### src/rtl/hub75_phy_arbiter.sv
// hub75_phy_arbiter
// Shares one HUB75 PHY between the scan engine (port 0) and an auxiliary
// requester (port 1). Round-robin grant, a programmable idle gap between
// owners, a registered output mux, and an optional sticky over-hold flag.
module hub75_phy_arbiter #(
  parameter int N_BANKS    = 2,
  parameter int N_ROWS     = 32,
  parameter int N_CHANS    = 3,
  parameter int GAP_LEN    = 2,
  parameter int HOLD_MAX   = 0,
  parameter int SDW        = N_BANKS * N_CHANS,
  parameter int LOG_N_ROWS = $clog2(N_ROWS)
) (
  input  logic                  clk,
  input  logic                  rst,

  input  logic                  req_0,
  output logic                  grant_0,
  input  logic                  p0_addr_inc,
  input  logic                  p0_addr_rst,
  input  logic                  p0_clk,
  input  logic                  p0_le,
  input  logic                  p0_blank,
  input  logic [LOG_N_ROWS-1:0] p0_addr,
  input  logic [SDW-1:0]        p0_data,

  input  logic                  req_1,
  output logic                  grant_1,
  input  logic                  p1_addr_inc,
  input  logic                  p1_addr_rst,
  input  logic                  p1_clk,
  input  logic                  p1_le,
  input  logic                  p1_blank,
  input  logic [LOG_N_ROWS-1:0] p1_addr,
  input  logic [SDW-1:0]        p1_data,

  output logic                  phy_addr_inc,
  output logic                  phy_addr_rst,
  output logic                  phy_clk,
  output logic                  phy_le,
  output logic                  phy_blank,
  output logic [LOG_N_ROWS-1:0] phy_addr,
  output logic [SDW-1:0]        phy_data,
  output logic                  err_hold
);

  localparam int GAP_W      = $clog2(GAP_LEN + 1);
  localparam int HOLD_W_RAW = $clog2(HOLD_MAX + 2);
  localparam int HOLD_W     = (HOLD_W_RAW < 1) ? 1 : HOLD_W_RAW;

  localparam logic [GAP_W-1:0]  GAP_LOAD = GAP_W'(GAP_LEN - 1);
  localparam logic [HOLD_W-1:0] HOLD_LIM = HOLD_W'(HOLD_MAX);
  localparam logic [HOLD_W-1:0] HOLD_SAT = '1;

  typedef enum logic [1:0] {
    S_IDLE   = 2'd0,
    S_GRANT0 = 2'd1,
    S_GRANT1 = 2'd2,
    S_GAP    = 2'd3
  } state_t;

  state_t             state_reg, state_next;
  state_t             arb_state;
  logic               last_reg, last_next;
  logic [GAP_W-1:0]   gap_cnt_reg, gap_cnt_next;
  logic [HOLD_W-1:0]  hold_cnt_reg, hold_cnt_next;
  logic               err_next;
  logic               in_grant;
  logic               stay_granted;

  // Mux result before the output register
  logic                  mux_addr_inc, mux_addr_rst, mux_clk, mux_le, mux_blank;
  logic [LOG_N_ROWS-1:0] mux_addr;
  logic [SDW-1:0]        mux_data;

  // Round-robin pick among pending requests; contention goes to the port
  // that did not own the PHY last.
  always_comb begin
    arb_state = S_IDLE;
    if (req_0 && req_1) begin
      arb_state = last_reg ? S_GRANT0 : S_GRANT1;
    end else if (req_0) begin
      arb_state = S_GRANT0;
    end else if (req_1) begin
      arb_state = S_GRANT1;
    end
  end

  // Next-state logic: grant until the owner drops its request, then idle gap.
  always_comb begin
    state_next   = state_reg;
    last_next    = last_reg;
    gap_cnt_next = gap_cnt_reg;
    case (state_reg)
      S_IDLE: begin
        state_next = arb_state;
      end
      S_GRANT0: begin
        if (!req_0) begin
          state_next   = S_GAP;
          last_next    = 1'b0;
          gap_cnt_next = GAP_LOAD;
        end
      end
      S_GRANT1: begin
        if (!req_1) begin
          state_next   = S_GAP;
          last_next    = 1'b1;
          gap_cnt_next = GAP_LOAD;
        end
      end
      S_GAP: begin
        if (gap_cnt_reg != '0) begin
          gap_cnt_next = gap_cnt_reg - GAP_W'(1);
        end else begin
          state_next = arb_state;
        end
      end
      default: begin
        state_next = S_IDLE;
      end
    endcase
  end

  // Hold counter counts completed grant cycles; the flag fires when the
  // count reaches the limit and the owner is keeping the grant for one more.
  always_comb begin
    in_grant      = (state_reg == S_GRANT0) || (state_reg == S_GRANT1);
    stay_granted  = in_grant && (state_next == state_reg);
    hold_cnt_next = '0;
    if (in_grant) begin
      hold_cnt_next = (hold_cnt_reg == HOLD_SAT) ? hold_cnt_reg
                                                 : hold_cnt_reg + HOLD_W'(1);
    end
    err_next = err_hold;
    if ((HOLD_MAX != 0) && stay_granted && (hold_cnt_next == HOLD_LIM)) begin
      err_next = 1'b1;
    end
  end

  // Output mux: current owner's PHY signals, otherwise the safe idle pattern.
  always_comb begin
    mux_addr_inc = 1'b0;
    mux_addr_rst = 1'b0;
    mux_clk      = 1'b0;
    mux_le       = 1'b0;
    mux_blank    = 1'b1;
    mux_addr     = '0;
    mux_data     = '0;
    case (state_reg)
      S_GRANT0: begin
        mux_addr_inc = p0_addr_inc;
        mux_addr_rst = p0_addr_rst;
        mux_clk      = p0_clk;
        mux_le       = p0_le;
        mux_blank    = p0_blank;
        mux_addr     = p0_addr;
        mux_data     = p0_data;
      end
      S_GRANT1: begin
        mux_addr_inc = p1_addr_inc;
        mux_addr_rst = p1_addr_rst;
        mux_clk      = p1_clk;
        mux_le       = p1_le;
        mux_blank    = p1_blank;
        mux_addr     = p1_addr;
        mux_data     = p1_data;
      end
      default: ;
    endcase
  end

  // Arbiter state, counters, grants and sticky error flag.
  always_ff @(posedge clk or posedge rst) begin
    if (rst) begin
      state_reg    <= S_IDLE;
      last_reg     <= 1'b0;
      gap_cnt_reg  <= '0;
      hold_cnt_reg <= '0;
      grant_0      <= 1'b0;
      grant_1      <= 1'b0;
      err_hold     <= 1'b0;
    end else begin
      state_reg    <= state_next;
      last_reg     <= last_next;
      gap_cnt_reg  <= gap_cnt_next;
      hold_cnt_reg <= hold_cnt_next;
      grant_0      <= (state_next == S_GRANT0);
      grant_1      <= (state_next == S_GRANT1);
      err_hold     <= err_next;
    end
  end

  // Registered PHY outputs; reset forces the idle pattern at once.
  always_ff @(posedge clk or posedge rst) begin
    if (rst) begin
      phy_addr_inc <= 1'b0;
      phy_addr_rst <= 1'b0;
      phy_clk      <= 1'b0;
      phy_le       <= 1'b0;
      phy_blank    <= 1'b1;
      phy_addr     <= '0;
      phy_data     <= '0;
    end else begin
      phy_addr_inc <= mux_addr_inc;
      phy_addr_rst <= mux_addr_rst;
      phy_clk      <= mux_clk;
      phy_le       <= mux_le;
      phy_blank    <= mux_blank;
      phy_addr     <= mux_addr;
      phy_data     <= mux_data;
    end
  end

endmodule

### config.mk
export PLATFORM = sky130hd
export DESIGN_NAME = hub75_phy_arbiter
export DESIGN_NICKNAME = d
export VERILOG_FILES = /design/src/rtl/hub75_phy_arbiter.sv
export SDC_FILE = /design/constraint.sdc
export NUM_CORES = 1
export LEC_CHECK = 0
export BUFFER_PORTS_ARGS = -buffer_cell sky130_fd_sc_hd__buf_2
export CAP_MARGIN = 5
export CELL_PAD_IN_SITES_DETAIL_PLACEMENT = 0
export CELL_PAD_IN_SITES_GLOBAL_PLACEMENT = 1
export CORE_UTILIZATION = 30
export CTS_CLUSTER_DIAMETER = 30
export DETAILED_ROUTE_END_ITERATION = 16
export PLACE_DENSITY = 0.78
export SYNTH_ARGS = -nofsm -noshare
export SYNTH_HDL_FRONTEND = slang
export SYNTH_SLANG_ARGS = --single-unit
### constraint.sdc
create_clock -name clk -period 1.4 [get_ports clk]
set_input_delay 0 -clock clk [delete_from_list [all_inputs] [get_ports clk]]
set_output_delay 0 -clock clk [all_outputs]
set_load 0.005 [all_outputs]
* Yosys cells after proc, flatten, opt, wreduce, memory -nomap -nowiden *
Cells that the tools add are included.

cells by class
  add/sub/neg operators = 1
  eq/ne operators = 8
  multiplexer cells = 22
  reduce and logical (&&, ||, !) cells = 7

operators with widths
  cell                   count
  $mux W2                10
  $pmux W1 S2            6
  $pmux W6 S2            1
  $pmux W5 S2            1
  $pmux W2 S4            1
  $eq A2 B2 Y1 const B   3
  $ne A2 B2 Y1 const B   3
  $pmux W2 S3            1
  $eq A2 B1 Y1 const B   2
  $reduce_and A4 Y1      1
  $reduce_bool A2 Y1     2
  $reduce_and A3 Y1      1
  $reduce_bool A3 Y1     1
  $logic_not A2 Y1       1
  $mux W1                2
  $sub A2 B1 Y2 const B  1
  $logic_and A1 B1 Y1    1

storage, ports and cells
  bits in registers = 23
  bits of input ports = 36
  output and inout port bits = 19
  logic and storage cells = 50

* Logic depth before layout (Yosys ltp) *
  word-level depth = 6
  mapped depth = 6
  mapped depth without buffers = 5

* Worst setup path after synthesis *
OpenSTA, ideal clock, no wires.

  path type = reg2reg
  start = reg state_reg[1]
  end = reg gap_cnt_reg[1]
  setup time = 0.129 ns
  data arrival time = 1.346 ns
  required time = 1.271 ns
  setup slack = -0.075 ns
  stages on the path, launching flop included = 7
  buffers on the path = 1
  clock period less this slack = 1.475 ns
  cells stage by stage = dfrtp_1 > inv_1 > ha_1 > buf_6 > a221o_1 > o21ai_1 > o41ai_2

on the way
  longest elaborated chain between the ends = 3
  elaborated cells on any way between the ends = 9
  those cells by class = eq/ne: 6; mux: 1; reduce/logical: 2

RTL lines
  what                                                                 line  source
  from (decl)                                                          62    state_t state_reg, state_next;
  from (signal assigned)                                               184   state_reg <= state_next;
  $eq A2 B2 Y1 or $eq A2 B1 Y1 (tied branches)                         94    case (state_reg)
  $ne A2 B2 Y1 (no source line) or $reduce_bool A3 Y1 (tied branches)  --
  $reduce_and A4 Y1 (no source line)                                   --
  to (signal assigned)                                                 186   gap_cnt_reg <= gap_cnt_next;
  to (decl)                                                            65    logic [GAP_W-1:0] gap_cnt_reg, gap_cnt_next;

Parallel ways exist; a longest one is shown, timed or not.
A chain may end at the register's enable or synchronous reset.

* Final worst setup path *
Ends and elaborated chain as after synthesis.

==> report_table.html <==
<table>
<tr><th>Metric</th><th>Value</th></tr>
<tr><th colspan="2">Clock network</th></tr>
<tr><td>Clock transition time at the flip-flop clock pins of the worst setup and hold paths</td><td>80 ps</td></tr>
<tr><td>CTS max path bufs</td><td>2</td></tr>
<tr><td>Worst-skew pair later-pin latency</td><td>260 ps</td></tr>
<tr><td>Count of H-tree levels built during CTS</td><td>1</td></tr>
<tr><td># clock sinks</td><td>23</td></tr>
<tr><td>Number of clock buffers inserted by TritonCTS</td><td>3</td></tr>
<tr><td>Root cell of the clock tree</td><td>sky130_fd_sc_hd__clkbuf_8</td></tr>
<tr><td>Clock tree from TritonCTS</td><td>yes</td></tr>
<tr><th colspan="2">Power</th></tr>
<tr><td>Sw Ratio</td><td>36.0%</td></tr>
<tr><td>Final Total Pwr</td><td>3.38 mW</td></tr>
<tr><td>Power per cell area</td><td>1950 nW/um^2</td></tr>
<tr><td>Combinational share of power</td><td>between 50% and 60%</td></tr>
<tr><td>Maximum VDD drop</td><td>roughly 0.0008 V</td></tr>
<tr><td>Power share of the clock group</td><td>12.3%</td></tr>
<tr><td>Switching Power</td><td>about 1.2 mW</td></tr>
<tr><td>Internal power contribution</td><td>2.17 mW</td></tr>
<tr><td>Seq pwr share</td><td>30.0%</td></tr>
<tr><td>Leakage power summed over all cells</td><td>~0.87 nW</td></tr>
<tr><th colspan="2">Die</th></tr>
<tr><td>Height of the chip</td><td>63.2 um</td></tr>
<tr><td>Number of ports placed on the die boundary</td><td>between 50 and 60</td></tr>
<tr><td>Area of the core region</td><td>3470 sq um</td></tr>
<tr><td>Area enclosed by the die boundary</td><td>3990 sq um</td></tr>
<tr><td>Floorplan die width</td><td>63.2 um</td></tr>
<tr><td>Initial core utilization</td><td>32.4%</td></tr>
<tr><td>Row count</td><td>21</td></tr>
<tr><th colspan="2">Synthesis</th></tr>
<tr><td>Total of warnings raised by yosys</td><td>0</td></tr>
<tr><td>Area leader, netlist</td><td>sky130_fd_sc_hd__dfrtp_1</td></tr>
<tr><td>Synth top area cells</td><td>sky130_fd_sc_hd__dfrtp_1, sky130_fd_sc_hd__a22oi_1, sky130_fd_sc_hd__nor2b_1, sky130_fd_sc_hd__ha_1, sky130_fd_sc_hd__inv_1</td></tr>
<tr><td>Cell with the most instances after synthesis</td><td>sky130_fd_sc_hd__dfrtp_1</td></tr>
<tr><td>Sequential cell area fraction in the yosys report</td><td>between 50% and 60%</td></tr>
<tr><td>Post-Syn Nets</td><td>140</td></tr>
<tr><td>Share of flip-flops with an asynchronous set or reset</td><td>100%</td></tr>
<tr><td>Share of the synthesized area in the top cell type</td><td>49.1%</td></tr>
<tr><td>Summed instance area of the synthesized netlist</td><td>around 1100 sq um</td></tr>
<tr><td>Predominant post-synthesis flop cell</td><td>sky130_fd_sc_hd__dfrtp_1</td></tr>
<tr><td>Gate Count Post-Synth</td><td>99</td></tr>
<tr><td>Number of flops mapped to enable cells by yosys</td><td>0</td></tr>
<tr><td>Most numerous cell types in the synthesized netlist</td><td>sky130_fd_sc_hd__dfrtp_1, sky130_fd_sc_hd__a22oi_1, sky130_fd_sc_hd__nor2b_1</td></tr>
<tr><td>Average size of a mapped cell</td><td>about 11 sq um</td></tr>
<tr><td>Count of state elements after synthesis</td><td>23</td></tr>
<tr><td>Number of distinct library cells after synthesis</td><td>30</td></tr>
<tr><th colspan="2">Timing</th></tr>
<tr><td>RSZ-0062 raised after global routing</td><td>true</td></tr>
<tr><td>Hold Vio Cnt, Final</td><td>3</td></tr>
<tr><td>Number of pins exceeding their max-slew limit in the final report</td><td>0</td></tr>
<tr><td>Setup slack of the critical path after layout</td><td>-68.7 ps</td></tr>
<tr><td>Min cycle time layout</td><td>between 1000 and 1500 ps</td></tr>
<tr><td>Worst clock skew on the final layout</td><td>0.632 ps</td></tr>
<tr><td>Final cycle utilization of the critical path</td><td>105%</td></tr>
<tr><td>Peak Freq</td><td>0.681 GHz</td></tr>
<tr><td>Final Hold Slack</td><td>-3.17 ps</td></tr>
<tr><td>Final setup viols</td><td>2</td></tr>
<tr><th colspan="2">Global routing</th></tr>
<tr><td>Global routing usage summed across all routing layers</td><td>about 14%</td></tr>
<tr><td>Largest net degree at the start of global routing</td><td>24</td></tr>
<tr><td>Number of global-route vias before repair</td><td>953</td></tr>
<tr><td>Global-route wire length before repair</td><td>around 4.2 mm</td></tr>
<tr><td>Antenna violations before repair</td><td>0</td></tr>
<tr><td>Final global-route overflow total</td><td>0</td></tr>
<tr><th colspan="2">Status</th></tr>
<tr><td>Run status</td><td>complete, but fails checks</td></tr>
<tr><td>Failing checks</td><td>negative hold slack, negative setup slack</td></tr>
<tr><th colspan="2">Cells and area</th></tr>
<tr><td>Share of the core filled with cells</td><td>49.9%</td></tr>
<tr><td>Largest registers</td><td>phy_data: 6 flops, phy_addr: 5 flops</td></tr>
<tr><td>Share of layout cells above drive strength 1</td><td>54.3%</td></tr>
<tr><td>Synth-to-layout area growth</td><td>54.2%</td></tr>
<tr><td>Final Cell Area</td><td>1730 sq um</td></tr>
<tr><td>Number of flip-flops in the largest register</td><td>6</td></tr>
<tr><td>Count of fill cells added during filler insertion</td><td>around 330</td></tr>
<tr><td>Largest Register</td><td>phy_data</td></tr>
<tr><td>Number of antenna repair diodes</td><td>0</td></tr>
<tr><td>Number of nets in the layout</td><td>217</td></tr>
<tr><th colspan="2">Drt</th></tr>
<tr><td>Via/cell ratio</td><td>around 4.6</td></tr>
<tr><td>Remaining antenna violation count after routing</td><td>0</td></tr>
<tr><td>Via total after detailed routing</td><td>1,021</td></tr>
<tr><td>Post-detailed-route DRC marker count</td><td>0</td></tr>
<tr><td>Routed wire length per instance</td><td>13.1 um</td></tr>
<tr><td>Total wire length after detailed routing</td><td>2.90 mm</td></tr>
<tr><td>DR iter-0 viols</td><td>21</td></tr>
<tr><td>Pre-antenna DRT Iters</td><td>5</td></tr>
<tr><th colspan="2">Setup path</th></tr>
<tr><td>Largest driver fanout on the critical path</td><td>4</td></tr>
<tr><td>Required @ worst endpoint</td><td>1550 ps</td></tr>
<tr><td>Startpoint class of the critical path</td><td>flip-flop</td></tr>
<tr><td>Category of the worst setup path capture point</td><td>flip-flop</td></tr>
<tr><td>Critical Path AT</td><td>roughly 1600 ps</td></tr>
<tr><td>First element of the critical path</td><td>state_reg[1]$_DFF_PP0_</td></tr>
<tr><td>Setup Crit Path Kind</td><td>flip-flop to flip-flop</td></tr>
<tr><td>Beginning of the worst register-to-register path</td><td>state_reg[1]$_DFF_PP0_</td></tr>
<tr><th colspan="2">Place</th></tr>
<tr><td>Placed instance area</td><td>around 1500 sq um</td></tr>
<tr><td>Routability congestion estimate from global placement</td><td>0.778</td></tr>
<tr><td>Half-perimeter wire length of the detailed placement result</td><td>2.05 mm</td></tr>
<tr><td>IO Port Bufs</td><td>53</td></tr>
<tr><th colspan="2">Hold path</th></tr>
<tr><td>HP Start</td><td>p0_data[4]</td></tr>
<tr><td>Kind of path behind the tightest hold check</td><td>input port to flip-flop</td></tr>
<tr><th colspan="2">Run</th></tr>
<tr><td>Number of max-cap violations</td><td>0</td></tr>
</table>
## final timing paths
kind                                              end  depth (start not counted)  slack (ps)
max                        gap_cnt_reg[1]$_DFFE_PP0P_                          5         -70
min                             phy_data[4]$_DFF_PP0_                          3          -3
max reg2reg                gap_cnt_reg[1]$_DFFE_PP0P_                          5         -70
min reg2reg                gap_cnt_reg[1]$_DFFE_PP0P_                          2         510
max in group asynchronous         phy_blank$_DFF_PP1_                          4         820
min in group asynchronous       phy_data[2]$_DFF_PP0_                          4         300
## repair_timing
item	CTS	global route
endpoints found under the hold margin	24	1
gates resized for setup	7	9
hold buffers	4	1
pin swaps	5	1
buffers inserted	1	3
endpoints found under the setup margin	4	6
## per-layer routing
metal  vias up  track usage, %  routed length [um]
met5         -               0                   0
met4         0            4.36                   0
met3         0            3.99                 112
met2        33            24.2                1600
met1       487            16.0                1190
li1        501               -                   -
## per-stage QoR
stage	cells	TNS, ps	setup WS, ps
after CTS	217	-122	-39.8
after detailed placement	208	-216	-97.2
final	221	-118	-68.7
after global placement	208	-34.5	-34.5
after floorplan	99	-58.6	-50.0
after global routing	221	-603	-86.6
## power groups by stage
stage | clock (mW) | combinational [mW] | sequential (mW)
floorplan | 0 | 0.974 | 1.05
detailed placement | 0 | 1.67 | 1.02
CTS | 0.412 | 1.77 | 1.01
finish | 0.415 | 1.95 | 1.01
global route | 0.446 | 2.13 | 1.03
global placement | 0 | 1.63 | 1.01
## worst max-delay path, stage by stage (launching register included)
cell                      delay (ps)
sky130_fd_sc_hd__dfrtp_1         410
sky130_fd_sc_hd__buf_4           160
sky130_fd_sc_hd__ha_4            160
sky130_fd_sc_hd__a221o_1         380
sky130_fd_sc_hd__o21ai_2         170
sky130_fd_sc_hd__o41ai_2          80
## cells by family (layout without fill, tap and decap cells)
family                     count (synthesis)  in the layout  share of synthesized area, %
buffers and inverters                     14             90                          6.58
DFF                                       23             23                          51.4
other                                      1              1                         0.334
AOI/OAI and AO/OA                         30             30                          21.5
muxes                                      1              1                         0.892
and+or+nand+nor                           25             25                          13.7
adders and majority gates                  5              5                          5.57
## cell usage in the layout, fill, tap and decap left out, types with 2 or more instances in the layout
| cell type | instances |
|---|---|
| sky130_fd_sc_hd__nor2b_1 | 15 |
| sky130_fd_sc_hd__a22oi_2 | 5 |
| sky130_fd_sc_hd__nand2_1 | 2 |
| sky130_fd_sc_hd__clkbuf_8 | 3 |
| sky130_fd_sc_hd__dfrtp_1 | 22 |
| sky130_fd_sc_hd__a21oi_1 | 4 |
| sky130_fd_sc_hd__ha_4 | 3 |
| sky130_fd_sc_hd__buf_2 | 53 |
| sky130_fd_sc_hd__nand3b_1 | 3 |
| sky130_fd_sc_hd__buf_4 | 19 |
| sky130_fd_sc_hd__a22oi_1 | 11 |
| sky130_fd_sc_hd__dlygate4sd3_1 | 5 |
| sky130_fd_sc_hd__inv_1 | 7 |
## cell type report
cell class,instances,area [sq um],area share [%]
Timing Repair Buffer,78,469,27.1
Clock inverter,1,5.00,0.289
Inverter,8,30.0,1.74
Clock buffer,3,41.3,2.39
Tap cell,46,57.6,3.33
Sequential cell,23,577,33.3
Multi-Input combinational cell,62,551,31.8
(Power assumes the default switching activity.)
